### config.mk
export PLATFORM = sky130hd
export DESIGN_NAME = exp_base2_16bit
export DESIGN_NICKNAME = d
export VERILOG_FILES = /design/src/rtl/exp_base2_pkg.sv /design/src/rtl/exp2_mul_q15.sv /design/src/rtl/exp_base2_16bit.sv
export SDC_FILE = /design/constraint.sdc
export NUM_CORES = 1
export LEC_CHECK = 0
export ABC_CLOCK_PERIOD_IN_PS = 7880
export CAP_MARGIN = 20
export CORE_AREA = 2 2 161 163
export CTS_CLUSTER_DIAMETER = 30
export DETAILED_ROUTE_END_ITERATION = 16
export DIE_AREA = 0 0 163 165
export PLACE_DENSITY = 0.68
export SLEW_MARGIN = 25
export SYNTH_ARGS = -nofsm -noshare
export SYNTH_HDL_FRONTEND = slang
export SYNTH_HIERARCHICAL = 1
export SYNTH_SLANG_ARGS = --single-unit
### constraint.sdc
create_clock -name clk_i -period 7.88 [get_ports clk_i]
set_input_delay 1.576 -clock clk_i [delete_from_list [all_inputs] [get_ports clk_i]]
set_output_delay 1.576 -clock clk_i [all_outputs]
set_load 0.01 [all_outputs]
### src/rtl/exp_base2_pkg.sv
// Shared types and constants for the base-2 exponential unit.
// The coefficient table holds 2^(2^-(k+1)) in Q1.15, rounded to nearest.
package exp_base2_pkg;

    localparam int FRAC_W_DEF = 16;

    typedef enum logic [1:0] {
        ST_IDLE  = 2'd0,
        ST_ITER  = 2'd1,
        ST_SHIFT = 2'd2,
        ST_DONE  = 2'd3
    } state_e;

    function automatic logic [15:0] exp2_coef(input logic [3:0] k);
        logic [15:0] c;
        case (k)
            4'd0:    c = 16'd46341;
            4'd1:    c = 16'd38968;
            4'd2:    c = 16'd35734;
            4'd3:    c = 16'd34219;
            4'd4:    c = 16'd33486;
            4'd5:    c = 16'd33125;
            4'd6:    c = 16'd32946;
            4'd7:    c = 16'd32857;
            4'd8:    c = 16'd32812;
            4'd9:    c = 16'd32790;
            4'd10:   c = 16'd32779;
            4'd11:   c = 16'd32774;
            4'd12:   c = 16'd32771;
            4'd13:   c = 16'd32769;
            4'd14:   c = 16'd32769;
            default: c = 16'd32768;
        endcase
        return c;
    endfunction

endpackage

### src/rtl/exp2_mul_q15.sv
// Q1.15 x Q1.15 multiply, truncated back to Q1.15 (product >> 15).
module exp2_mul_q15 (
    input  logic [15:0] a,
    input  logic [15:0] b,
    output logic [15:0] p
);

    logic [31:0] full;
    logic        unused_bits;

    assign full        = 32'(a) * 32'(b);
    assign p           = full[30:15];
    // The running product stays below 2.0, so bit 31 never carries information.
    assign unused_bits = ^{full[31], full[14:0]};

endmodule

### src/rtl/exp_base2_16bit.sv
// Computes 2^(n+f) in Q16.16 by multiplying in one root-of-two factor per set fraction bit.
// state | meaning
// IDLE  | waiting for start_i (ready)
// ITER  | one fraction bit per cycle, acc scaled by C[k] when the bit is set
// SHIFT | scale acc by 2^n into data_o
// DONE  | done_o pulse; ready, a start here goes straight back to ITER
module exp_base2_16bit
    import exp_base2_pkg::*;
#(
    parameter int FRAC_W = FRAC_W_DEF
) (
    input  logic        clk_i,
    input  logic        rst_ni,
    input  logic        start_i,
    input  logic [3:0]  ynguyen_i,
    input  logic [15:0] ythapphan_i,
    output logic        busy_o,
    output logic        done_o,
    output logic [31:0] data_o
);

    // Bits are consumed MSB first, so FRAC_W below 16 processes only the top bits.
    localparam logic [3:0] K_LAST = 4'(FRAC_W - 1);

    state_e      state;
    logic [15:0] acc;
    logic [15:0] frac_q;
    logic [15:0] coef;
    logic [15:0] mul_p;
    logic [3:0]  k;
    logic [3:0]  n_q;
    logic [3:0]  bit_idx;
    logic        ready;

    assign ready   = (state == ST_IDLE) || (state == ST_DONE);
    assign busy_o  = (state == ST_ITER) || (state == ST_SHIFT);
    assign done_o  = (state == ST_DONE);
    assign bit_idx = 4'd15 - k;
    assign coef    = exp2_coef(k);

    exp2_mul_q15 u_mul (
        .a (acc),
        .b (coef),
        .p (mul_p)
    );

    always_ff @(posedge clk_i or negedge rst_ni) begin
        if (!rst_ni) begin
            state  <= ST_IDLE;
            acc    <= 16'h8000;
            k      <= 4'd0;
            n_q    <= 4'd0;
            frac_q <= 16'd0;
            data_o <= 32'd0;
        end else begin
            case (state)
                ST_IDLE, ST_DONE: begin
                    if (start_i && ready) begin
                        n_q    <= ynguyen_i;
                        frac_q <= ythapphan_i;
                        acc    <= 16'h8000;
                        k      <= 4'd0;
                        state  <= ST_ITER;
                    end else begin
                        state  <= ST_IDLE;
                    end
                end
                ST_ITER: begin
                    if (frac_q[bit_idx]) begin
                        acc <= mul_p;
                    end
                    k <= k + 4'd1;
                    if (k == K_LAST) begin
                        state <= ST_SHIFT;
                    end
                end
                ST_SHIFT: begin
                    // acc < 2^16 and n <= 15 keep the shifted value inside 32 bits.
                    data_o <= {15'd0, acc, 1'b0} << n_q;
                    state  <= ST_DONE;
                end
                default: begin
                    state <= ST_IDLE;
                end
            endcase
        end
    end

endmodule

==> qor.csv, run 1 <==
stage,metric,value,unit
synth,synth.area.mux_share,8.01,%
synth,synth_area_per_cell,9.44,um2
layout,multi_input_area,9380,um2
worst_setup_path,path_max_fanout,16,
timing,timing.slew.headroom,31.6,%
global_route,grt_pass1_wl,48700,um
drt,drt_iter0_drc,729,
global_route,antenna_found_initial,0,
clocking,path_clk_slew,60,ps
placed_design,io_buffers,55,
synth,synth_warnings,6,
timing,final.period_utilization,94.4,%
clocking,clk_latency,340,ps
global_route,grt_use_total,22.9,%
worst_setup_path,crit_type,flop to flop,
layout,diodes,0,
layout,fin_cells,1696,
synth,synth_top_family_by_area,adder cells,
synth,yosys.area_share.simple,15.1,%
clocking,cts_sinks,73,
placed_design,gp_congestion,0.852,
clocking,cts_tree,built,
drt,drc_errors,0,
die,core,25000,um2
drt,drt_wl_total,29200,um
global_route,grt_pass1_vias,9449,
timing,setup-violations-final,0,
clocking,cts_setup_buffers,0,
drt,vias,9228,
synth,synth_cell_types,68,
timing,tightest_slew,1030,ps
synth,synth_edf_count,0,
worst_setup_path,critPathArrivalTime,7660,ps
clocking,cts_buffers,9,
worst_setup_path,cp_data_required_time,8100,ps
placed_design,dp_cells,1679,
timing,fin_skew,9.85,ps
worst_setup_path,start_kind,flop,
die,io_pins,57,
layout,fin_area,13700,um2
layout,nets,1683,
clocking,cts.hold.buffers_added,0,
placed_design,hpwlAfterDp,22300,um
global_route,grt_max_degree,74,
timing,fin_tns_setup,0,ps
die,die_h,165,um
job,cap_violations,0,
clocking,cts-root-buf,clkbuf_16,
run_status,status,"complete, no violations",
synth,async_flop_share,100,%
layout,n_fill_cell,2223,
synth,synth_area,12500,um2
layout,drive_above_1_share,8.20,%
timing,drv_slew,0,
global_route,grt-ovfl-total,0,
layout,layout_commonest_cell,inv_1,
synth,synth_cells,1321,
placed_design,place_ws,430,ps
timing,rsz0062_at_grt,no,
synth,synth_seq_cells,73,
drt,drt.antenna.violating_nets,0,
synth,synthAdderAreaFrac,41.6,%
die,start_util,49.8,%
synth,synth-xor-area-share,1.40,%
timing,min_period,7440,ps
clocking,cts-htree-levels,3,
synth,ys.flop_type,dfrtp_1,
drt,dr.pass1.iters,7,
drt,wl_per_cell,17.2,um
placed_design,dpl_cell_area,13400,um2
timing,worst_slack,441,ps
die,num_rows,58,
layout,mostFrequentLayoutCells,"inv_1 (265), fa_1 (192), nand2_1 (173)",
hold_path,hold_path.class,flop to flop,
drt,viasPerCell,5.44,
timing,max_freq,0.134,GHz
synth,synth_compound_area_share,8.72,%
clocking,clock_path_buffers,2,
clocking,cts-resized-gates,0,
timing,hold_viol,0,
layout,seqCellArea,1830,um2
synth,ys_seq_area_share,14.7,%
die,dieArea,26900,um2
layout,syn_to_final_growth,9.85,%
worst_setup_path,endpoint_kind,flop,
die,die-width,163,um
path summary, 6_finish.rpt:
| kind | end | slack [ps] | depth (start not counted) | start |
|---|---|---|---|---|
| worst max-delay path | acc[14] | 440 | 24 | k[0] |
| worst min-delay path | data_o[11] | 490 | 1 | data_o[11] |
| worst max register to register | acc[14] | 440 | 24 | k[0] |
| worst min register to register | data_o[11] | 490 | 1 | data_o[11] |
| max in group asynchronous | acc[15] | 6030 | 3 | rst_ni |
| min in group asynchronous | data_o[26] | 1220 | 2 | rst_ni |
final cells by class:
| class | count | area share [%] |
|---|---|---|
| Tap cell | 330 | 3.01 |
| Clock buffer | 12 | 1.73 |
| Clock inverter | 4 | 0.329 |
| Multi-Input combinational cell | 926 | 68.5 |
| Timing Repair Buffer | 86 | 5.83 |
| Sequential cell | 73 | 13.3 |
| Inverter | 265 | 7.26 |
metrics by stage:
stage | hold WS (ps) | util (%)
global placement | 473 | 53.5
global route | 512 | 54.7
detailed placement | 475 | 53.5
finish | 487 | 54.7
floorplan | 479 | -
CTS | 491 | 54.6
sequential cells by signal (all words and copies together), names as in the netlist:
signal	cells
k	4
frac_q	16
state	2
data_o	31
n_q	4
acc	16
worst max-delay path: stages (launching register included):
cell	delay (ps)
dfrtp_1	350
buf_4	220
nor2b_1	350
o31a_1	670
nand2_1	180
fa_1	510
fa_1	460
fa_1	550
inv_1	60
fa_1	480
fa_1	500
inv_1	50
fa_1	470
inv_1	40
ha_1	360
nand2_1	90
a211oi_2	270
a22oi_4	150
a311oi_2	450
nor3_2	110
nor3_2	260
a31oi_1	130
xnor2_1	130
and3_1	160
a221o_1	310
metal layers:
layer / GRT usage (%) / wire (um)
met1: 32.0 / 13100
met4: 5.51 / 478
met3: 2.41 / 1520
met5: 0 / 0
met2: 38.7 / 14200
synth_stat cells, types with 6 or more instances:
library cell	n	area [um2]
a21oi_1	17	85.1
a221o_1	17	170
a221oi_1	17	149
a31oi_1	6	37.5
and2_1	122	763
and3_1	17	106
buf_1	6	22.5
clkbuf_1	50	188
dfrtp_1	72	1800
fa_1	192	3840
ha_1	107	1340
inv_1	265	995
mux2_2	29	327
mux2i_1	29	290
mux4_2	14	315
nand2_1	173	649
nand2b_1	8	50.1
nand3_1	9	45.0
nor2_1	29	109
nor2b_1	6	37.5
o21a_1	6	45.0
o21ai_0	12	60.1
o22ai_1	13	81.3
xnor2_1	15	131
cells by family (layout without fill, tap and decap cells):
logic type      after synthesis  count (layout)
simple gates                381             381
buf+inv                     335             367
fa+ha+maj                   299             299
compound gates              135             135
mux                          76              76
flops                        73              73
xor+xnor                     20              20
other cells                   2              15
Power of run 1 is not shown: default switching activity piles up to over one toggle a cycle in this logic, so the estimate is an artifact.
==> run 2, diff against run 1 <==
GPL_ROUTABILITY_DRIVEN = 0   (was not set)
TNS_END_PERCENT = 30   (was not set)
==> results of run 2 <==
Final layout, timing and power as in run 1 (identical DEF).
Power of run 2 is left out for the same reason.
==> run 3, diff against run 2 <==
ABC_AREA = 1   (was not set)
CORE_AREA = 2 2 151 153   (was 2 2 161 163)
DIE_AREA = 0 0 153 155   (was 0 0 163 165)
PLACE_DENSITY = 0.78   (was 0.68)
==> qor.csv, run 3 <==
stage,metric,value,unit,change
layout,largest_register_ffs,31,,unchanged
drt,drc_errors,0,,unchanged
layout,drive_above_1_share,3.96,%,was 8.20%
die,die-width,153,um,was 163 um
clocking,cts_setup_buffers,0,,unchanged
global_route,grt_pass1_wl,57700,um,"was 48,700 um"
clocking,clock_path_buffers,2,,unchanged
layout,nets,2160,,"was 1,683"
global_route,antenna_found_initial,0,,unchanged
clocking,cts-htree-levels,3,,unchanged
clocking,path_clk_slew,70,ps,was 60 ps
drt,dr.pass1.iters,7,,unchanged
timing,fin_skew,9.15,ps,was 9.85 ps
drt,wl_per_cell,15.6,um,was 17.2 um
layout,top_regs,"data_o: 31 flops, acc: 16 flops, frac_q: 16 flops",,unchanged
layout,syn_to_final_growth,7.22,%,was 9.85%
worst_setup_path,slowest_delay,630,ps,was 670 ps
global_route,grt_pass1_vias,12000,,"was 9,449"
clocking,cts.hold.buffers_added,0,,unchanged
run_status,status,"complete, no violations",,unchanged
worst_setup_path,critPathArrivalTime,7520,ps,was 7660 ps
synth,synth_top_cell_area_share,29.3,%,was 30.8%
clocking,cts-root-buf,clkbuf_16,,unchanged
worst_setup_path,path_max_fanout,18,,was 16
synth,synth_edf_count,0,,unchanged
worst_setup_path,critical_path.most_common_cell,nand2_1,,was fa_1
drt,drt.antenna.violating_nets,0,,unchanged
synth,async_flop_share,100,%,unchanged
die,core,22200,um2,"was 25,000 um2"
timing,drv_slew,0,,unchanged
synth,synth_cell_types,48,,was 68
worst_setup_path,crit_type,flop to flop,,unchanged
timing,timing.slew.headroom,32.7,%,was 31.6%
layout,seqCellArea,1830,um2,unchanged
timing,final.period_utilization,91.9,%,was 94.4%
timing,hold_viol,0,,unchanged
global_route,grt_use_total,29.7,%,was 22.9%
synth,synth_area_per_cell,7.12,um2,was 9.44 um2
pwr,p_per_area,362,nW/um2,
synth,synth_seq_cells,73,,unchanged
global_route,grt-ovfl-total,0,,unchanged
placed_design,io_buffers,55,,unchanged
worst_setup_path,endpoint_kind,flop,,unchanged
die,dieArea,23700,um2,"was 26,900 um2"
synth,synth_warnings,6,,unchanged
synth,ys.flop_type,dfrtp_1,,unchanged
layout,diodes,0,,unchanged
synth,synth_most_common_cell,nand2_1,,was inv_1
drt,drt_wl_total,33200,um,"was 29,200 um"
drt,viasPerCell,5.36,,was 5.44
worst_setup_path,crit_slowest_cell,dfrtp_1,,was o31a_1
timing,min_period,7240,ps,was 7440 ps
pwr,ir_drop,0.177,mV,
synth,synthTopCellsByCount,"nand2_1 (584), inv_1 (441), fa_1 (192)",,"was inv_1 (265), fa_1 (192), nand2_1 (173)"
die,start_util,59.0,%,was 49.8%
clocking,cts_sinks,73,,unchanged
die,num_rows,55,,was 58
layout,n_fill_cell,1917,,"was 2,223"
timing,fin_tns_setup,0,ps,unchanged
synth,synth_cells,1842,,"was 1,321"
drt,drt_iter0_drc,1028,,was 729
global_route,grt_max_degree,74,,unchanged
pwr,power_leakage,8.21,nW,
synth,yosysTopAreaCell,fa_1,,unchanged
placed_design,dpl_cell_area,13800,um2,"was 13,400 um2"
drt,vias,11400,,"was 9,228"
timing,max_freq,0.138,GHz,was 0.134 GHz
die,die_h,155,um,was 165 um
worst_setup_path,start_kind,flop,,unchanged
synth,synth_area,13100,um2,"was 12,500 um2"
job,cap_violations,0,,unchanged
layout,mostFrequentLayoutCells,"nand2_1 (584), inv_1 (441), fa_1 (192)",,"was inv_1 (265), fa_1 (192), nand2_1 (173)"
die,io_pins,57,,unchanged
layout,utilization,63.3,%,was 54.7%
layout,regMostFlops,data_o,,unchanged
synth,synthTopCellsByArea,"fa_1 (29%), nand2_1 (17%), dfrtp_1 (14%)",,"was fa_1 (31%), dfrtp_1 (14%), ha_1 (11%)"
clocking,cts_buffers,9,,unchanged
layout,fin_area,14100,um2,"was 13,700 um2"
clocking,cts-resized-gates,0,,unchanged
clocking,cts_tree,built,,unchanged
timing,tightest_slew,1010,ps,was 1030 ps
hold_path,hold_path.class,flop to flop,,unchanged
layout,multi_input_area,9210,um2,was 9380 um2
timing,rsz0062_at_grt,no,,unchanged
placed_design,hpwlAfterDp,25300,um,"was 22,300 um"
timing,setup-violations-final,0,,unchanged
layout,layout_commonest_cell,nand2_1,,was inv_1
synth,ys_seq_area_share,13.9,%,was 14.7%
worst_setup_path,cp_data_required_time,8160,ps,was 8100 ps
clocking,clk_latency,350,ps,was 340 ps
## run 3: changes by cell type in the layout (fill, tap and decap cells not counted), sizes merged, moves of 17 or more
| cell | before | now |
|---|---|---|
| inv | 265 | 453 |
| nor2 | 30 | 63 |
| a221o | 17 | 0 |
| and2 | 122 | 7 |
| a221oi | 17 | 0 |
| mux2i | 30 | 2 |
| o21ai | 15 | 84 |
| mux2 | 31 | 0 |
| and3 | 18 | 0 |
| nand2 | 173 | 603 |
| nand3 | 9 | 80 |
## run 3: worst max-delay path, delay by kind of cell (launching register included)
| family | cells | cell delay (ps) |
|---|---|---|
| AOI/OAI and AO/OA | 4 | 670 |
| DFF | 1 | 630 |
| and+or+nand+nor | 11 | 1370 |
| buffers and inverters | 7 | 610 |
| adders and majority gates | 8 | 3870 |
## run 3: layer usage
| metal | vias to the layer above | global-route usage [%] | part of all wire, % | wire, um |
|---|---|---|---|---|
| li1 | 5365 | - | - | - |
| met4 | 0 | 9.22 | 2.5 | 836 |
| met2 | 503 | 51.1 | 48 | 16100 |
| met1 | 5459 | 38.5 | 41 | 13500 |
| met5 | - | 0 | 0 | 0 |
| met3 | 76 | 5.40 | 8.3 | 2740 |
## run 3: path summary, 6_finish.rpt
check | startpoint | to | slack, ps | cells after the start
max reg2reg | k[0] | acc[15] | 640 | 30
min reg2reg | data_o[8] | data_o[8] | 480 | 2
min in group asynchronous | rst_ni | frac_q[3] | 1340 | 2
max | k[0] | acc[15] | 640 | 30
min | data_o[8] | data_o[8] | 480 | 2
max in group asynchronous | rst_ni | data_o[6] | 6050 | 2
## run 3: kinds of logic after synthesis
kind of cell | share of synthesized area [%]
other cells | 0.0572
mux | 0.153
simple gates | 24.3
buf+inv | 15.9
flops | 13.9
fa+ha+maj | 39.5
xor+xnor | 0.467
compound gates | 5.76
## run 3: power breakdown
group / total (mW) / internal, mW / switching [mW]
registers: 0.707 / 0.506 / 0.201
logic: 3.98 / 1.40 / 2.57
clock network: 0.413 / 0.219 / 0.194
## run 3: through the flow
step	setup WS [ps]	hold slack, ps	std cells	power, mW
after CTS	777	487	2128	5.03
after detailed placement	836	471	2112	4.57
after floorplan	1570	449	1843	3.44
after global routing	214	494	2128	5.64
after global placement	971	465	2112	4.48
final	640	483	2128	5.10
## run 3: area by class of cell
cell class | instances | share of cell area (%)
inverter | 452 | 12.1
timing repair buffer | 73 | 4.87
clock inverter | 7 | 0.427
sequential | 73 | 13.0
tap | 285 | 2.54
clock buffer | 9 | 1.60
multi-input combinational | 1229 | 65.5
Note: power is estimated with default switching activity, not from simulation.
